--- src/rtl/srx_ctrl_pkg.sv ---
// Shared types and constants for the SRX observation-path switch sequencer.
package srx_ctrl_pkg;

  typedef enum logic [1:0] {
    ST_IDLE,
    ST_PARK,
    ST_SETTLE,
    ST_CAPTURE
  } srx_state_e;

  localparam logic [2:0] ANT_PARK       = 3'd7;
  localparam logic       PATH_TYPE_DPD  = 1'b0;
  localparam logic       PATH_TYPE_VSWR = 1'b1;

endpackage

--- src/rtl/srx_sw_timer.sv ---
// Loadable down-counter shared by the PARK, SETTLE and CAPTURE phases.
module srx_sw_timer #(
  parameter int W = 16
) (
  input  logic         clk,
  input  logic         rst,
  input  logic         load,
  input  logic         en,
  input  logic [W-1:0] load_val,
  output logic         expired
);

  logic [W-1:0] cnt_q, cnt_d;

  always_comb begin
    cnt_d = cnt_q;
    if (load) begin
      cnt_d = load_val;
    end else if (en && (cnt_q != '0)) begin
      cnt_d = cnt_q - W'(1);
    end
  end

  always_ff @(posedge clk or posedge rst) begin
    if (rst) begin
      cnt_q <= '0;
    end else begin
      cnt_q <= cnt_d;
    end
  end

  assign expired = (cnt_q == '0);

endmodule

--- src/rtl/srx_sw_seq.sv ---
// SRX switch-sequencing controller: break-before-make park, settle, capture window.
// Optional round-robin antenna scanning is enabled by defining SRX_AUTO_SCAN_EN.
module srx_sw_seq
  import srx_ctrl_pkg::*;
#(
  parameter int NUM_ANT    = 4,
  parameter int GUARD_CYC  = 16,
  parameter int SETTLE_CYC = 200,
  parameter int LEN_W      = 16
) (
  input  logic             clk,
  input  logic             rst,
  input  logic             req_valid,
  output logic             req_ready,
  input  logic [2:0]       req_ant,
  input  logic             req_path,
  input  logic             req_band,
  input  logic [LEN_W-1:0] req_len,
  input  logic             abort,
`ifdef SRX_AUTO_SCAN_EN
  input  logic             scan_en,
  input  logic             scan_path,
  input  logic             scan_band,
`endif
  output logic [2:0]       ant_sel,
  output logic             path_sel,
  output logic             band_sel,
  output logic             cap_en,
  output logic             busy,
  output logic             done,
  output logic             aborted,
  output logic             err_ant
);

  localparam int CNT_MAX = (GUARD_CYC > SETTLE_CYC) ? GUARD_CYC : SETTLE_CYC;
  localparam int CNT_LOG = $clog2(CNT_MAX);
  localparam int TMR_W   = (CNT_LOG > LEN_W) ? CNT_LOG : LEN_W;

  localparam logic [2:0] NUM_ANT_L = 3'(NUM_ANT);

  srx_state_e       state_q, state_d;
  logic [2:0]       ant_sel_q, ant_sel_d;
  logic             path_sel_q, path_sel_d;
  logic             band_sel_q, band_sel_d;
  logic             cap_en_q, cap_en_d;
  logic             busy_q, busy_d;
  logic             done_q, done_d;
  logic             aborted_q, aborted_d;
  logic             err_ant_q, err_ant_d;
  logic             sel_ok_q, sel_ok_d;
  logic [2:0]       lat_ant_q, lat_ant_d;
  logic             lat_path_q, lat_path_d;
  logic             lat_band_q, lat_band_d;
  logic [LEN_W-1:0] lat_len_q, lat_len_d;

  logic             tmr_load;
  logic [TMR_W-1:0] tmr_val;
  logic             tmr_exp;

  logic             r_go;
  logic [2:0]       r_ant;
  logic             r_path;
  logic             r_band;

`ifdef SRX_AUTO_SCAN_EN
  localparam logic [2:0] ANT_LAST = 3'(NUM_ANT - 1);
  logic [2:0] scan_idx_q, scan_idx_d;
  logic       lat_scan_q, lat_scan_d;
  logic       r_scan;
`endif

  assign req_ready = (state_q == ST_IDLE);

  // Request source: an external request always wins over a scan slot.
  always_comb begin
    r_go   = req_valid;
    r_ant  = req_ant;
    r_path = req_path;
    r_band = req_band;
`ifdef SRX_AUTO_SCAN_EN
    r_scan = 1'b0;
    if (!req_valid && scan_en) begin
      r_go   = 1'b1;
      r_ant  = scan_idx_q;
      r_path = scan_path;
      r_band = scan_band;
      r_scan = 1'b1;
    end
`endif
  end

  always_comb begin
    state_d    = state_q;
    ant_sel_d  = ant_sel_q;
    path_sel_d = path_sel_q;
    band_sel_d = band_sel_q;
    done_d     = 1'b0;
    aborted_d  = 1'b0;
    err_ant_d  = 1'b0;
    sel_ok_d   = sel_ok_q;
    lat_ant_d  = lat_ant_q;
    lat_path_d = lat_path_q;
    lat_band_d = lat_band_q;
    lat_len_d  = lat_len_q;
    tmr_load   = 1'b0;
    tmr_val    = '0;
`ifdef SRX_AUTO_SCAN_EN
    lat_scan_d = lat_scan_q;
    scan_idx_d = scan_idx_q;
`endif

    unique case (state_q)
      ST_IDLE: begin
        if (r_go) begin
          if (r_ant >= NUM_ANT_L) begin
            err_ant_d = 1'b1;
          end else begin
            lat_ant_d  = r_ant;
            lat_path_d = r_path;
            lat_band_d = r_band;
            lat_len_d  = req_len;
`ifdef SRX_AUTO_SCAN_EN
            lat_scan_d = r_scan;
`endif
            if (sel_ok_q && ({r_ant, r_path, r_band} == {ant_sel_q, path_sel_q, band_sel_q})) begin
              // Switches already settled on this selection: go straight to capture.
              if (req_len == '0) begin
                done_d = 1'b1;
              end else begin
                state_d  = ST_CAPTURE;
                tmr_load = 1'b1;
                tmr_val  = TMR_W'(req_len - LEN_W'(1));
              end
            end else begin
              state_d   = ST_PARK;
              ant_sel_d = ANT_PARK;
              sel_ok_d  = 1'b0;
              tmr_load  = 1'b1;
              tmr_val   = TMR_W'(GUARD_CYC - 1);
            end
          end
        end
      end

      ST_PARK: begin
        if (tmr_exp) begin
          state_d    = ST_SETTLE;
          ant_sel_d  = lat_ant_q;
          path_sel_d = lat_path_q;
          band_sel_d = lat_band_q;
          tmr_load   = 1'b1;
          tmr_val    = TMR_W'(SETTLE_CYC - 1);
        end
      end

      ST_SETTLE: begin
        if (tmr_exp) begin
          sel_ok_d = 1'b1;
          if (lat_len_q == '0) begin
            state_d = ST_IDLE;
            done_d  = 1'b1;
          end else begin
            state_d  = ST_CAPTURE;
            tmr_load = 1'b1;
            tmr_val  = TMR_W'(lat_len_q - LEN_W'(1));
          end
        end
      end

      ST_CAPTURE: begin
        if (tmr_exp) begin
          state_d = ST_IDLE;
          done_d  = 1'b1;
        end
      end

      default: state_d = ST_IDLE;
    endcase

    // Abort overrides any completion decided above.
    if (abort && (state_q != ST_IDLE)) begin
      state_d   = ST_IDLE;
      ant_sel_d = ANT_PARK;
      sel_ok_d  = 1'b0;
      done_d    = 1'b0;
      aborted_d = 1'b1;
      tmr_load  = 1'b0;
    end

`ifdef SRX_AUTO_SCAN_EN
    if (done_d && lat_scan_d) begin
      scan_idx_d = (scan_idx_q == ANT_LAST) ? 3'd0 : scan_idx_q + 3'd1;
    end
`endif

    cap_en_d = (state_d == ST_CAPTURE);
    busy_d   = (state_d != ST_IDLE);
  end

  always_ff @(posedge clk or posedge rst) begin
    if (rst) begin
      state_q    <= ST_IDLE;
      ant_sel_q  <= ANT_PARK;
      path_sel_q <= 1'b0;
      band_sel_q <= 1'b0;
      cap_en_q   <= 1'b0;
      busy_q     <= 1'b0;
      done_q     <= 1'b0;
      aborted_q  <= 1'b0;
      err_ant_q  <= 1'b0;
      sel_ok_q   <= 1'b0;
      lat_ant_q  <= '0;
      lat_path_q <= 1'b0;
      lat_band_q <= 1'b0;
      lat_len_q  <= '0;
`ifdef SRX_AUTO_SCAN_EN
      scan_idx_q <= '0;
      lat_scan_q <= 1'b0;
`endif
    end else begin
      state_q    <= state_d;
      ant_sel_q  <= ant_sel_d;
      path_sel_q <= path_sel_d;
      band_sel_q <= band_sel_d;
      cap_en_q   <= cap_en_d;
      busy_q     <= busy_d;
      done_q     <= done_d;
      aborted_q  <= aborted_d;
      err_ant_q  <= err_ant_d;
      sel_ok_q   <= sel_ok_d;
      lat_ant_q  <= lat_ant_d;
      lat_path_q <= lat_path_d;
      lat_band_q <= lat_band_d;
      lat_len_q  <= lat_len_d;
`ifdef SRX_AUTO_SCAN_EN
      scan_idx_q <= scan_idx_d;
      lat_scan_q <= lat_scan_d;
`endif
    end
  end

  srx_sw_timer #(
    .W (TMR_W)
  ) u_timer (
    .clk      (clk),
    .rst      (rst),
    .load     (tmr_load),
    .en       (state_q != ST_IDLE),
    .load_val (tmr_val),
    .expired  (tmr_exp)
  );

  assign ant_sel  = ant_sel_q;
  assign path_sel = path_sel_q;
  assign band_sel = band_sel_q;
  assign cap_en   = cap_en_q;
  assign busy     = busy_q;
  assign done     = done_q;
  assign aborted  = aborted_q;
  assign err_ant  = err_ant_q;

endmodule

--- config.mk ---
export PLATFORM = sky130hd
export DESIGN_NAME = srx_sw_seq
export DESIGN_NICKNAME = d
export VERILOG_FILES = /design/src/rtl/srx_ctrl_pkg.sv /design/src/rtl/srx_sw_timer.sv /design/src/rtl/srx_sw_seq.sv
export SDC_FILE = /design/constraint.sdc
export NUM_CORES = 1
export LEC_CHECK = 0
export BUFFER_PORTS_ARGS = -buffer_cell sky130_fd_sc_hd__clkbuf_2
export CORE_ASPECT_RATIO = 2
export CORE_MARGIN = 5
export CORE_UTILIZATION = 63
export CTS_CLUSTER_SIZE = 10
export DETAILED_ROUTE_END_ITERATION = 10
export PLACE_DENSITY_LB_ADDON = 0.1
export SLEW_MARGIN = 25
export SYNTH_ARGS = -nofsm -noshare
export SYNTH_HDL_FRONTEND = slang
export SYNTH_SLANG_ARGS = --single-unit
--- constraint.sdc ---
create_clock -name clk -period 7.1 [get_ports clk]
set_input_delay 1.42 -clock clk [delete_from_list [all_inputs] [get_ports clk]]
set_output_delay 1.42 -clock clk [all_outputs]
set_load 0.01 [all_outputs]
; After elaboration in Yosys (flattened, before gate mapping)
; Cells that the tools add are included.
[classes]
n_addsub = 3
order_cmp = 1
n_eq_ne = 10
mux = 53
n_bitwise = 1
reduce_logical = 17
[ops]
columns = op, n
row1 = $mux 16, 8
row2 = $logic_not 16->1, 3
row3 = $pmux 16 s3, 1
row4 = $sub 16x1->16 const B, 3
row5 = $mux 1, 24
row6 = $mux 2, 9
row7 = $reduce_bool 16->1, 1
row8 = $mux 3, 5
row9 = $reduce_and 5->1, 2
row10 = $ne 3x2->1 const B, 3
row11 = $mux 8, 1
row12 = $pmux 2 s4, 1
row13 = $eq 2x2->1 const B, 3
row14 = $ne 3x3->1 const B, 2
row15 = $pmux 1 s3, 2
row16 = $pmux 3 s2, 1
row17 = $reduce_bool 2->1, 3
row18 = $reduce_bool 3->1, 2
row19 = $eq 5x5->1, 1
row20 = $ge 3x3->1 const B, 1
row21 = $logic_and 1x1->1, 3
row22 = $reduce_and 3->1, 1
row23 = $eq 2x1->1 const B, 1
row24 = $logic_not 2->1, 1
row25 = 3 further kinds, 3
[totals]
reg_bits = 50
output_inout_bits = 11
elab_cells = 100

; Longest topological paths before layout
[logic_depth]
ltp_word = 8
ltp_mapped = 10
depth_no_buf = 8

; Hierarchy
; Synthesis repeated with hierarchy kept, for this count alone.
[hier_totals]
cells_unflattened = 342
hier_area_um2 = 3374.5
[by_module_without_submodules]
columns = module, instances, cells_each, area_each_um2, seq_area_each_um2
row1 = srx_sw_seq, 1, 216, 2299.7, 854.6
row2 = srx_sw_timer, 1, 126, 1074.8, 400.4

; Least setup slack after synthesis
; No wires, ideal clock.
[synth_path]
path_type = input -> register
start = input port req_len[7]
end = register u_timer.cnt_q[15]
setup_time_ns = 0.128
t_arrival_ns = 3.021
required_ns = 6.972
path_slack_ns = 3.952
stages = 7
path_buffers = 1
path_cell_list = clkbuf_1 or4_1 or3_1 nor4_1 xor2_1 a2bb2oi_1 o22ai_1
[synth_via]
elab_chain_cells = 8
word_cells_on_any_way = 15
cone_classes = add/sub (1) / mux (12) / reduce/logical (2)
[synth_lines]
columns = item, line_no
row1 = "start, declared", srx_sw_seq.sv:18  ; input logic [LEN_W-1:0] req_len,
row2 = "parallel branches: the longest is 8 deep, another holds $sub 16x1->16", -
row3 = "end signal, assigned", srx_sw_timer.sv:28  ; cnt_q <= cnt_d;
row4 = "end, declared", srx_sw_timer.sv:13  ; logic [W-1:0] cnt_q, cnt_d;
; Several ways; the timed one is not identified.
; A chain may end at the register's enable or synchronous reset.

; Worst setup path after layout
[layout_path]
start = input port req_len[3]
end = register u_timer.cnt_q[13]
; The elaborated chain is that of the path after synthesis.

==> tab_implementation.tex <==
\begin{tabular}{lr}
\hline
Metric & Value \\
\hline
\multicolumn{2}{l}{\textbf{Outcome}} \\
Run status & finished, final reports clean \\
\multicolumn{2}{l}{\textbf{Synthesis}} \\
Synthesized Nets & roughly 400 \\
Warning count from the yosys run & 0 \\
Mapped cell area & roughly 0.0032 mm² \\
Number of synthesized flops with an enable pin & 0 \\
Flip-flop and latch count after synthesis & 50 \\
Post-synth ARST share & 100.0\% \\
Cells after synthesis & roughly 370 \\
Mean cell area of the mapped netlist & 8.638 µm² \\
Share of the yosys chip area belonging to registers & about two fifths \\
Unique cell type count in the Yosys netlist & 44 \\
Primary FF master, synth & sky130\_fd\_sc\_hd\_\_dfrtp\_1 \\
\multicolumn{2}{l}{\textbf{Worst setup path}} \\
Crit path launch type & primary input \\
Worst EP required & between 7000 and 8000 ps \\
Critical path peak fanout & 16 \\
Worst reg2reg startpoint & u\_timer.cnt\_q[0]\$\_DFFE\_PP0P\_ \\
Crit path DAT & 3310 ps \\
Kind of end point of the critical path & flip-flop \\
Worst setup path class & in -> reg \\
Setup slack on the worst flop-to-flop path & $\sim$4200 ps \\
Endpoint of the most critical register-to-register path & u\_timer.cnt\_q[13]\$\_DFFE\_PP0P\_ \\
Number of cells traversed by the worst register-to-register path & 7 \\
\multicolumn{2}{l}{\textbf{Flow run}} \\
Number of maximum-capacitance violations & 0 \\
\multicolumn{2}{l}{\textbf{Timing}} \\
Final max-slew violation count & 0 \\
Setup violation total in the final timing report & 0 \\
RSZ-0062 raised after global routing & no \\
Actual slew at the worst max-slew pin & slightly below 1000 ps \\
Worst clock skew & 10.46 ps \\
Tmin final & approximately 3100 ps \\
Final number of hold-violating endpoints & 0 \\
Fin Setup TNS & 0 ps \\
Max Freq & around 320 MHz \\
Relative max-transition margin & 35.47\% \\
Share of the clock period used by the worst path & 44.22\% \\
\multicolumn{2}{l}{\textbf{Clocking}} \\
Count of H-tree levels built during CTS & 2 \\
Post-CTS repair timing setup buffer count & 0 \\
CTS Root Buffer Type & sky130\_fd\_sc\_hd\_\_clkbuf\_8 \\
TritonCTS clock tree & built \\
TritonCTS sink count & 50 \\
CTS Hold Buffers Added & 0 \\
CTS buffer count & 5 \\
Resize count post-CTS & 0 \\
Latest clock arrival within the worst-skew pair & between 300 and 400 ps \\
Max Root-Sink Buffers & 2 \\
Clk pin slew, worst setup/hold paths & about 90 ps \\
\multicolumn{2}{l}{\textbf{Detailed routing}} \\
Post-detailed-route wirelength per cell & roughly 15 µm \\
Total wire length after detailed routing & approximately 7 mm \\
Residual DRC & 0 \\
Number of detailed-routing iterations run before antenna repair & 4 \\
Post-DRT Antenna Nets & 0 \\
Number of vias in the routed layout & 2602 \\
DR vias/cell & between 5 and 6 \\
Detailed router's first-iteration violation count & a little over 80 \\
\multicolumn{2}{l}{\textbf{Cells and area}} \\
Utilization of the core after routing & a little under three quarters \\
Net total in the final layout & roughly 430 \\
Layout Cells excl Fill & 453 \\
Proportion of layout cells with a drive suffix above 1 & 15.40\% \\
Area growth from synthesis to layout & 9.365\% \\
Antenna cell count & 0 \\
Commonest cells after routing, fill and taps aside & sky130\_fd\_sc\_hd\_\_nand2\_1 (79), sky130\_fd\_sc\_hd\_\_dfrtp\_1 (47), sky130\_fd\_sc\_hd\_\_nor2\_1 (37), sky130\_fd\_sc\_hd\_\_clkbuf\_2 (35), sky130\_fd\_sc\_hd\_\_xnor2\_1 (24) \\
Most frequent standard cell in the layout excluding fill and tap cells & sky130\_fd\_sc\_hd\_\_nand2\_1 \\
\multicolumn{2}{l}{\textbf{Pwr}} \\
Total leakage power & $\sim$1.5 nW \\
Sequential share of power & a little over two fifths \\
Final Power & about 1.2 mW \\
IR drop worst, VDD & around 0.31 mV \\
Net Sw Frac & approximately two fifths \\
Combinational Power Share & 43.0\% \\
Proportion of power drawn by the clock network & between 10 and 15\% \\
Sw power & between 0.4 and 0.5 mW \\
Int Pwr & $\sim$0.71 mW \\
Total power divided by cell area & approximately 350 mW/mm² \\
\multicolumn{2}{l}{\textbf{Hold path}} \\
Hold Path End & lat\_band\_q\$\_DFFE\_PP0P\_ \\
Class of the most critical hold timing path & reg -> reg \\
Number of cells on the worst hold path & 2 \\
Startpoint of the most critical hold path & lat\_band\_q\$\_DFFE\_PP0P\_ \\
\multicolumn{2}{l}{\textbf{Die}} \\
Die footprint & 0.006605 mm² \\
Boundary Pins & 36 \\
Starting density of the core & approximately two thirds \\
Placement Rows & 36 \\
Core box area & 0.004865 mm² \\
Vertical die dimension & around 110 µm \\
Width of the die & between 60 and 70 µm \\
\multicolumn{2}{l}{\textbf{Global route}} \\
Total routing resource utilization after global routing & about a quarter \\
Pin count of the biggest net entering global routing & 51 \\
Antenna violations before repair & 0 \\
Global-route wire length before repair & between 10 and 15 mm \\
Gr ovfl total & 0 \\
Via count of the first global-routing pass & approximately 2.7k \\
\multicolumn{2}{l}{\textbf{Placement}} \\
Dpl cells & $\sim$450 \\
Port Buf Inserts & 35 \\
RD Place Congestion & just under 0.9 \\
HPWL after DPL & 5.441 mm \\
\hline
\end{tabular}
logic make-up after synthesis:
kind of cell               synth area share, %
buffers and inverters                    3.056
AOI/OAI and AO/OA                        8.651
xor gates and xnor gates                 12.22
DFF                                      39.80
and+or+nand+nor                          27.42
muxes                                    6.547
adders and majority gates                2.302
power groups by stage:
stage	Combinational, mW	Sequential, mW	Clock (mW)
floorplan	0.396	0.498	0
global placement	0.500	0.509	0
detailed placement	0.514	0.515	0
CTS	0.520	0.509	0.181
global route	0.581	0.530	0.194
finish	0.517	0.511	0.175
metal layers:
metal	GRT usage, %	up-vias	wire, µm
met5	0	-	0
met4	8.716	0	162
met3	5.012	14	238
met2	41.80	54	3787
met1	29.47	1228	2797
li1	-	1306	-
flip-flops by register name (all words and copies together), names as in the netlist, 2 cells and up:
| register | flops |
|---|---|
| ant_sel | 3 |
| lat_ant_q | 3 |
| lat_len_q | 16 |
| state_q | 2 |
| u_timer.cnt_q | 16 |
per-stage QoR:
step / hold slack, ps / area [µm²] / worst slack (ps)
floorplan: 439.5 / 3153 / 3952
global placement: 453.5 / 3348 / 3678
detailed placement: 463.5 / 3348 / 3643
CTS: 486.1 / 3447 / 3974
global route: 513.7 / 3448 / 3685
finish: 482.4 / 3448 / 3961
cell type report:
class	count	area, µm²
multi-input combinational	292	1802
fill	400	1416
sequential	50	1255
timing repair buffer	36	182.7
clock buffer	6	82.58
tap	57	71.32
inverter	10	38.79
clock inverter	2	16.27
synth_stat cells, types with 2 or more instances:
cell type / number / area share [%]
sky130_fd_sc_hd__nand4_1: 2 / 0.40
sky130_fd_sc_hd__o21ai_0: 11 / 1.7
sky130_fd_sc_hd__or3_1: 5 / 0.99
sky130_fd_sc_hd__a21oi_1: 16 / 2.5
sky130_fd_sc_hd__nand3b_1: 3 / 0.71
sky130_fd_sc_hd__xor2_1: 20 / 5.6
sky130_fd_sc_hd__clkbuf_1: 10 / 1.2
sky130_fd_sc_hd__mux2i_1: 15 / 4.8
sky130_fd_sc_hd__nor2_1: 37 / 4.4
sky130_fd_sc_hd__buf_2: 2 / 0.32
sky130_fd_sc_hd__or4_1: 4 / 0.95
sky130_fd_sc_hd__nand2_1: 79 / 9.4
sky130_fd_sc_hd__mux2_2: 5 / 1.8
sky130_fd_sc_hd__inv_1: 10 / 1.2
sky130_fd_sc_hd__nand2b_1: 6 / 1.2
sky130_fd_sc_hd__dfrtp_1: 47 / 37
sky130_fd_sc_hd__or2_2: 2 / 0.40
sky130_fd_sc_hd__o211ai_1: 2 / 0.48
sky130_fd_sc_hd__xnor2_1: 24 / 6.7
sky130_fd_sc_hd__a211oi_1: 3 / 0.71
sky130_fd_sc_hd__nor3_1: 11 / 1.7
sky130_fd_sc_hd__nand3_1: 3 / 0.48
sky130_fd_sc_hd__or4_4: 2 / 0.71
sky130_fd_sc_hd__ha_1: 5 / 2.0
sky130_fd_sc_hd__a2bb2oi_1: 3 / 0.83
sky130_fd_sc_hd__nor3b_1: 4 / 0.95
sky130_fd_sc_hd__dfstp_2: 3 / 2.5
sky130_fd_sc_hd__and3_1: 3 / 0.60
sky130_fd_sc_hd__nor4_1: 13 / 2.6
how the worst max path moves through the flow:
stage / start / to / slack, ps / depth (start not counted)
CTS: req_len[3] / u_timer.cnt_q[13]$_DFFE_PP0P_ / 3970 / 6
floorplan: req_len[7] / u_timer.cnt_q[15]$_DFFE_PP0P_ / 3950 / 7
global placement: req_len[3] / u_timer.cnt_q[12]$_DFFE_PP0P_ / 3680 / 6
finish: req_len[3] / u_timer.cnt_q[13]$_DFFE_PP0P_ / 3960 / 6
global route: req_len[3] / u_timer.cnt_q[15]$_DFFE_PP0P_ / 3680 / 6
detailed placement: req_len[3] / u_timer.cnt_q[3]$_DFFE_PP0P_ / 3640 / 6
worst max-delay path: stages:
cell	delay [ps]
sky130_fd_sc_hd__clkbuf_2	130
sky130_fd_sc_hd__nor4_1	420
sky130_fd_sc_hd__nand4_1	350
sky130_fd_sc_hd__o21ai_0	450
sky130_fd_sc_hd__a31oi_4	330
sky130_fd_sc_hd__mux2i_1	210
No activity file was read; power rests on OpenSTA's default activity.
